## src/rtl/uart_tx_fifo.sv

```systemverilog
// UART transmitter with a byte FIFO in front of it: 1 start bit, 5..8 data bits LSB first,
// 1 stop bit. Bit timing comes from rising edges of an external 16x-baud tick square wave.
module uart_tx_fifo #(
    parameter int unsigned OVERSAMPLE = 16,
    parameter int unsigned FIFO_DEPTH = 8,
    parameter int unsigned CNT_W      = 4
) (
    input  logic             clk,
    input  logic             rst,
    input  logic             tick,
    input  logic             tx_en,
    input  logic [3:0]       nbits,
    input  logic             wr_en,
    input  logic [7:0]       wr_data,
    output logic             full,
    output logic             empty,
    output logic [CNT_W-1:0] fifo_count,
    output logic             overflow,
    output logic             tx,
    output logic             busy,
    output logic             tx_done
);

    localparam int unsigned PtrW  = $clog2(FIFO_DEPTH);
    localparam int unsigned TickW = $clog2(OVERSAMPLE);
    localparam logic [TickW-1:0] TickLast = TickW'(OVERSAMPLE - 1);
    localparam logic [CNT_W-1:0] CntFull  = CNT_W'(FIFO_DEPTH);

    typedef enum logic [1:0] {StIdle, StStart, StData, StStop} state_e;

    logic             tick_q;
    logic             tick_rise;
    logic [7:0]       mem_q [FIFO_DEPTH];
    logic [PtrW-1:0]  wr_ptr_q, rd_ptr_q;
    logic [CNT_W-1:0] count_q;
    logic             overflow_q;
    logic             push, pop;

    state_e           state_q, state_d;
    logic [TickW-1:0] tick_cnt_q, tick_cnt_d;
    logic [2:0]       bit_idx_q, bit_idx_d;
    logic [3:0]       nbits_q, nbits_d;
    logic [3:0]       nbits_eff;
    logic [7:0]       shift_q, shift_d;
    logic             tx_done_q, tx_done_d;

    assign tick_rise  = tick & ~tick_q;
    assign full       = (count_q == CntFull);
    assign empty      = (count_q == '0);
    assign fifo_count = count_q;
    assign overflow   = overflow_q;
    // Full is judged before the edge, so a pop in the same cycle does not make room.
    assign push       = wr_en & ~full;
    assign nbits_eff  = (nbits >= 4'd5 && nbits <= 4'd8) ? nbits : 4'd8;

    always_ff @(posedge clk) begin
        if (rst) begin
            tick_q     <= 1'b1;
            wr_ptr_q   <= '0;
            rd_ptr_q   <= '0;
            count_q    <= '0;
            overflow_q <= 1'b0;
        end else begin
            tick_q     <= tick;
            overflow_q <= wr_en & full;
            if (push) wr_ptr_q <= wr_ptr_q + 1'b1;
            if (pop)  rd_ptr_q <= rd_ptr_q + 1'b1;
            if (push && !pop) begin
                count_q <= count_q + 1'b1;
            end else if (pop && !push) begin
                count_q <= count_q - 1'b1;
            end
        end
    end

    always_ff @(posedge clk) begin
        if (push) mem_q[wr_ptr_q] <= wr_data;
    end

    always_ff @(posedge clk) begin
        if (rst) begin
            state_q    <= StIdle;
            tick_cnt_q <= '0;
            bit_idx_q  <= '0;
            nbits_q    <= 4'd8;
            shift_q    <= '0;
            tx_done_q  <= 1'b0;
        end else begin
            state_q    <= state_d;
            tick_cnt_q <= tick_cnt_d;
            bit_idx_q  <= bit_idx_d;
            nbits_q    <= nbits_d;
            shift_q    <= shift_d;
            tx_done_q  <= tx_done_d;
        end
    end

    always_comb begin
        state_d    = state_q;
        tick_cnt_d = tick_cnt_q;
        bit_idx_d  = bit_idx_q;
        nbits_d    = nbits_q;
        shift_d    = shift_q;
        tx_done_d  = 1'b0;
        pop        = 1'b0;
        unique case (state_q)
            StIdle: begin
                if (tx_en && !empty) begin
                    pop        = 1'b1;
                    shift_d    = mem_q[rd_ptr_q];
                    nbits_d    = nbits_eff;
                    tick_cnt_d = '0;
                    state_d    = StStart;
                end
            end
            StStart: begin
                if (tick_rise) begin
                    if (tick_cnt_q == TickLast) begin
                        tick_cnt_d = '0;
                        bit_idx_d  = '0;
                        state_d    = StData;
                    end else begin
                        tick_cnt_d = tick_cnt_q + 1'b1;
                    end
                end
            end
            StData: begin
                if (tick_rise) begin
                    if (tick_cnt_q == TickLast) begin
                        tick_cnt_d = '0;
                        shift_d    = shift_q >> 1;
                        if ({1'b0, bit_idx_q} == nbits_q - 4'd1) begin
                            state_d = StStop;
                        end else begin
                            bit_idx_d = bit_idx_q + 1'b1;
                        end
                    end else begin
                        tick_cnt_d = tick_cnt_q + 1'b1;
                    end
                end
            end
            StStop: begin
                if (tick_rise) begin
                    if (tick_cnt_q == TickLast) begin
                        tick_cnt_d = '0;
                        tx_done_d  = 1'b1;
                        // Back-to-back: next start bit begins right at the end of this stop bit.
                        if (tx_en && !empty) begin
                            pop     = 1'b1;
                            shift_d = mem_q[rd_ptr_q];
                            nbits_d = nbits_eff;
                            state_d = StStart;
                        end else begin
                            state_d = StIdle;
                        end
                    end else begin
                        tick_cnt_d = tick_cnt_q + 1'b1;
                    end
                end
            end
            default: state_d = StIdle;
        endcase
    end

    always_comb begin
        unique case (state_q)
            StStart: tx = 1'b0;
            StData:  tx = shift_q[0];
            default: tx = 1'b1;
        endcase
    end

    assign busy    = (state_q != StIdle);
    assign tx_done = tx_done_q;

endmodule
```

## config.mk

```make
export PLATFORM = sky130hd
export DESIGN_NAME = uart_tx_fifo
export DESIGN_NICKNAME = d
export VERILOG_FILES = /design/src/rtl/uart_tx_fifo.sv
export SDC_FILE = /design/constraint.sdc
export NUM_CORES = 1
export LEC_CHECK = 0
export CORE_ASPECT_RATIO = 0.8
export CORE_MARGIN = 8
export CORE_UTILIZATION = 59
export CTS_CLUSTER_DIAMETER = 100
export DETAILED_ROUTE_END_ITERATION = 8
export MAX_ROUTING_LAYER = met4
export PLACE_DENSITY = 0.84
export SETUP_SLACK_MARGIN = 0.15
export SLEW_MARGIN = 20
export SYNTH_ARGS = -nofsm -noshare
export SYNTH_HDL_FRONTEND = slang
export SYNTH_SLANG_ARGS = --single-unit
```

## constraint.sdc

```tcl
create_clock -name clk -period 3.45 [get_ports clk]
set_input_delay 0.345 -clock clk [delete_from_list [all_inputs] [get_ports clk]]
set_output_delay 0.345 -clock clk [all_outputs]
set_load 0.01 [all_outputs]
```

==> flow_metrics.tcl, run 1 <==
set metrics [dict create \
    fin_crit_sh_pct 83.8 \
    worst-path-buf-inv 2 \
    cts_resized 0 \
    die_h_um 92.5 \
    end_kind "register" \
    slew_headroom_pct 44.1 \
    insertion_delay_ns 0.36 \
    synthTopCellsByArea "edfxtp_1 45%, dfxtp_1 17%, mux4_2 8.4%" \
    cts-htree-levels 3 \
    port_buffers 26 \
    coreArea_sq_mm 0.00725 \
    grt_pass1_wl_mm 12.8 \
    grt-ovfl-total 0 \
    worstPathCellList "ha_1 -> and3_1 -> a31oi_1 -> nor3_1 -> inv_1 -> ha_1 -> inv_1 -> ha_1 -> a21o_1 -> a21oi_1 -> xnor2_1 -> or3_1 -> a21oi_1" \
    synth-seq-cells 101 \
    synth_top_area_share_pct 44.5 \
    finalHoldViolations 0 \
    synth_edf_count 64 \
    setup_tns_ns 0 \
    cts_tree "built" \
    die_w_um 112 \
    ys_seq_area_share_pct 61.7 \
    tightestPinTransition_ns 0.836 \
    num_rows 28 \
    drcViolationCount 0 \
    first_pass_iters 4 \
    crit_type "register to register" \
    io_pins 27 \
    rr_worst_depth 13 \
    clkSinkCount 101 \
    ys.flop_type "edfxtp_1" \
    grt_antenna_before_repair 0 \
    vias 2568 \
    root_buffer "clkbuf_8" \
    cp-start-kind "register" \
    gp_routability_congestion 0.821 \
    grt_pass1_vias 2579 \
    wl_mm 7.73 \
    worstPathMaxFanout 5 \
    postCtsHoldBufs 0 \
    area_growth_pct 13.5 \
    clockPowerShare_pct 21.2 \
    p_leak_nw 1.64 \
    cts.clk_slew.worst_paths_ns 0.09 \
    intPower_w 0.00220 \
    place_hpwl_mm 5.51 \
    syn_inst 310 \
    crit_top_cell "ha_1" \
    fin_crit_ns 2.89 \
    fmax_ghz 0.346 \
    critical_path.max_stage_delay_ns 0.39 \
    hold_depth 2 \
    arrival_ns 3.18 \
    fin_skew_ns 0.0109 \
    die_area_sq_mm 0.0103 \
    ant_nets 0 \
    layout_common_cells "64 x edfxtp_1, 37 x dfxtp_1, 26 x clkdlybuf4s50_1" \
    viasPerCell 5.84 \
    cap_violations 0 \
    nets 376 \
    status "complete, no violations" \
    yosysWarnings 0 \
    p_sw_w 0.00103 \
    peakVddDrop_mv 0.376 \
    cp.required_ns 3.74 \
    clockBufferDepth 2 \
    n_antenna_cell 0 \
    synthesis.nets 341 \
    synthArstFlopShare_pct 0 \
    synthDistinctLibCells 54 \
    setup_violations 0 \
    power_density_mw_per_mm2 659 \
    dr.first_iter.drc_count 186 \
    drive_above_1_share_pct 15.1 \
    gr-usage-all-layers_pct 16.2 \
    crit_path_top_delay_cell "dfxtp_1" \
    final_common_cell "edfxtp_1" \
    fin_area_sq_mm 0.00490 \
    cts_post_setup_buffers_inserted 0 \
    rsz0062_at_grt "no" \
    syn_area_per_cell_sq_um 13.9 \
    numCtsBuffers 9 \
    min_path_type "register to register" \
    grt_start_max_net_pins 22 \
    yosysTopAreaCell "edfxtp_1" \
    seq_power_share_pct 48.1 \
    synth_area_sq_mm 0.00431 \
    maxSlewViolCount 0 \
    comb_power_share_pct 30.7 \
    critical-path-top-delay-family "simple AND/OR/NAND/NOR gates" \
    cp.depth 13 \
    wl_per_cell_um 17.6 \
    placed_area_sq_mm 0.00471 \
    power_switching_share_pct 31.8 \
    initial_utilization_pct 59.5 \
]
[kinds of logic after synthesis]
kind of cell             share of synthesized area, %
buffers and inverters                            2.09
AO/OA/AOI/OAI                                    7.80
flip-flops                                       61.7
multiplexers                                     11.9
AND/OR/NAND/NOR                                  10.4
adder cells (fa/ha/maj)                          4.23
XOR/XNOR                                         1.83
[layer usage]
| metal | up-vias | GRT usage (%) | part of all wire, % |
|---|---|---|---|
| met5 | - | - | 0 |
| met4 | 0 | 4.09 | 1.3 |
| met3 | 10 | 4.49 | 4.3 |
| met2 | 54 | 27.1 | 50 |
| met1 | 1258 | 19.1 | 44 |
| li1 | 1246 | - | - |
[worst paths after layout]
path                                     from            end  slack, ns
worst max-delay path            tick_cnt_q[0]  fifo_count[3]       0.56
worst min-delay path            tick_cnt_q[1]  tick_cnt_q[1]       0.48
worst max register to register  tick_cnt_q[0]  fifo_count[3]       0.56
worst min register to register  tick_cnt_q[1]  tick_cnt_q[1]       0.48
[stage by stage]
stage | hold slack (ns) | std cells | util (%) | total power [W] | worst slack (ns)
final | 0.484 | 440 | 67.5 | 0.00322 | 0.559
after global routing | 0.507 | 440 | 67.5 | 0.00341 | 0.350
after CTS | 0.490 | 440 | 67.5 | 0.00325 | 0.575
after detailed placement | 0.467 | 424 | 65.0 | 0.00256 | 0.399
after global placement | 0.461 | 424 | 65.0 | 0.00251 | 0.476
after floorplan | 0.442 | 310 | - | 0.00225 | 0.711
[cells in the mapped netlist, drive strengths merged, types with 2 or more instances]
master,instances
edfxtp,64
dfxtp,37
nor2,24
mux4,16
nand2,16
o21ai,14
ha,13
a21oi,11
inv,11
mux2i,11
nand2b,9
clkbuf,8
a22o,7
nor2b,5
xor2,5
a31oi,4
buf,4
mux2,4
nor3,4
or4,4
xnor2,4
a211oi,2
and3,2
nand3,2
nand3b,2
nor4,2
nor4b,2
o211ai,2
o22ai,2
o31ai,2
or3b,2
or4b,2
[registers in the layout, indices dropped and copies added (netlist names), named ones only]
| signal | flops |
|---|---|
| fifo_count | 4 |
| bit_idx_q | 3 |
| nbits_q | 4 |
| mem_q | 64 |
| shift_q | 8 |
| wr_ptr_q | 3 |
| state_q | 2 |
| tx_done | 1 |
| rd_ptr_q | 3 |
| overflow | 1 |
| tick_q | 1 |
| tick_cnt_q | 4 |
[area by class of cell]
class / instances / area, sq um
Clock inverter: 7 / 58.8
Tap cell: 90 / 113
Inverter: 11 / 41.3
Multi-Input combinational cell: 186 / 1560
Fill cell: 496 / 2360
Clock buffer: 9 / 124
Sequential cell: 101 / 2660
Timing Repair Buffer: 36 / 335
[worst min-delay path: cells and delay by family (launching register included)]
kind / cells / cell delay (ns)
flip-flops: 1 / 0.34
AND/OR/NAND/NOR: 1 / 0.06
AO/OA/AOI/OAI: 1 / 0.05
[power groups by stage]
stage,Combinational [W],Clock [W],Sequential (W)
after floorplan,0.000738,0,0.00151
after global placement,0.000940,0,0.00157
after detailed placement,0.000977,0,0.00158
after CTS,0.000992,0.000700,0.00156
after global routing,0.00108,0.000749,0.00158
final,0.000989,0.000684,0.00155
(Power assumes the default switching activity.)
==> run 2, diff against run 1 <==
- clock period: 3.45 -> 2.9 ns (I/O delays scaled with it)
==> flow_metrics.tcl, run 2 (synthesis results as in run 1) <==
set metrics [dict create \
    status "complete, no violations" \
    cts_tree "built" \
    maxSlewViolCount 0 \
    root_buffer "clkbuf_8" \
    cts.clk_slew.worst_paths_ns 0.10 \
    postCtsHoldBufs 0 \
    io_pins 27 \
    first_pass_iters 4 \
    fin_area_sq_mm 0.00509 \
    fin_skew_ns 0.0100 \
    worstPathMaxFanout 4 \
    num_rows 28 \
    fin_crit_sh_pct 89.8 \
    clockBufferDepth 2 \
    layout_common_cells "64 x edfxtp_1, 31 x dfxtp_1, 26 x clkdlybuf4s50_1" \
    gp_routability_congestion 0.807 \
    top_register "mem_q" \
    initial_utilization_pct 59.5 \
    gr-usage-all-layers_pct 17.1 \
    numCtsBuffers 9 \
    finalHoldViolations 0 \
    power_density_mw_per_mm2 807 \
    fin_crit_ns 2.60 \
    wl_mm 8.19 \
    drive_above_1_share_pct 22.3 \
    die_h_um 92.5 \
    p_leak_nw 1.70 \
    peakVddDrop_mv 0.490 \
    die_w_um 112 \
    clkSinkCount 101 \
    ant_nets 0 \
    drcViolationCount 0 \
    viasPerCell 5.89 \
    place_hpwl_mm 5.70 \
    nFillCells 470 \
    setup_tns_ns 0 \
    coreArea_sq_mm 0.00725 \
    slew_headroom_pct 46.1 \
    stdcell_count 445 \
    largest_reg_flops 64 \
    grt_start_max_net_pins 21 \
    n_antenna_cell 0 \
    grt_antenna_before_repair 0 \
    grt_pass1_wl_mm 13.5 \
    grt_pass1_vias 2669 \
    cap_violations 0 \
    dpl.cell_count 428 \
    rsz0062_at_grt "no" \
    arrival_ns 2.89 \
    vias 2622 \
    area_growth_pct 18.0 \
    cts-htree-levels 3 \
    grt-ovfl-total 0 \
    wl_per_cell_um 18.4 \
    final_common_cell "edfxtp_1" \
    crit_type "register to register" \
    cp.required_ns 3.19 \
    min_path_type "register to register" \
    dr.first_iter.drc_count 170 \
    cp-start-kind "register" \
    insertion_delay_ns 0.36 \
    fmax_ghz 0.384 \
    nets 381 \
    die_area_sq_mm 0.0103 \
    tightestPinTransition_ns 0.807 \
    top_regs "mem_q: 64 flops, shift_q: 8 flops" \
    end_kind "register" \
    placed_area_sq_mm 0.00474 \
    setup_violations 0 \
    port_buffers 26 \
]
## run 2: changes by cell type in the layout (fill, tap and decap cells not counted), moves of 4 or more
cell	delta
dfxtp_1	-6
buf_4	+5
dfxtp_2	+5
ha_1	-4
ha_4	+4
## run 2: final timing paths
kind,startpoint,to,slack (ns),depth (start not counted)
hold reg to reg,shift_q[0],shift_q[0],0.49,1
hold / removal,shift_q[0],shift_q[0],0.49,1
setup / recovery,tick_cnt_q[0],fifo_count[3],0.30,13
setup reg to reg,tick_cnt_q[0],fifo_count[3],0.30,13
## run 2: critical path, stage by stage, from the launching register on
cell and delay, ns:
dfxtp_4 0.38, ha_4 0.14, and3_4 0.22, a31oi_4 0.11, nor3_4 0.23, inv_2 0.06, ha_4 0.16, inv_2 0.07
ha_1 0.22, a21o_1 0.18, a21oi_2 0.14, xnor2_1 0.10, or3_1 0.39, a21oi_2 0.12
## run 2: report_power, final
group / internal, W / total [W] / switching (W)
Sequential: 0.00169 / 0.00187 / 0.000176
Clock: 0.000426 / 0.000943 / 0.000517
Combinational: 0.000677 / 0.00130 / 0.000619
Total: 0.00279 / 0.00411 / 0.00131
## run 2: area by class of cell
class	instances	area [sq um]	area share, %
clock buffers	9	124	2.43
inverters	11	41.3	0.811
repair buffers	41	373	7.33
clock inverters	7	95.1	1.87
multi-input cells	186	1670	32.8
flip-flops and latches	101	2670	52.5
well taps	90	113	2.21
## run 2: through the flow
step                util, %  total power (W)  hold WS [ns]  worst slack (ns)
global route           70.2          0.00434         0.511             0.170
global placement       65.4          0.00300         0.461            0.0440
finish                 70.2          0.00411         0.492             0.296
CTS                    68.5          0.00400         0.486             0.164
floorplan                 -          0.00268         0.389             0.161
detailed placement     65.4          0.00306         0.467           -0.0814
## run 2: timing repair
action | 4_1_cts | 5_1_grt
hold endpoints to repair | 0 | 0
setup buffers | 0 | 1
gates cloned | 0 | 0
pin swaps | 1 | 5
setup endpoints to repair | 1 | 1
gates resized for setup | 2 | 26
## run 2: metal layers
layer,global-route usage (%),wire length (um),vias up
met1,20.2,3580,1287
met5,-,0,-
met2,28.5,4080,62
li1,-,-,1262
met4,5.45,108,0
met3,4.16,421,11
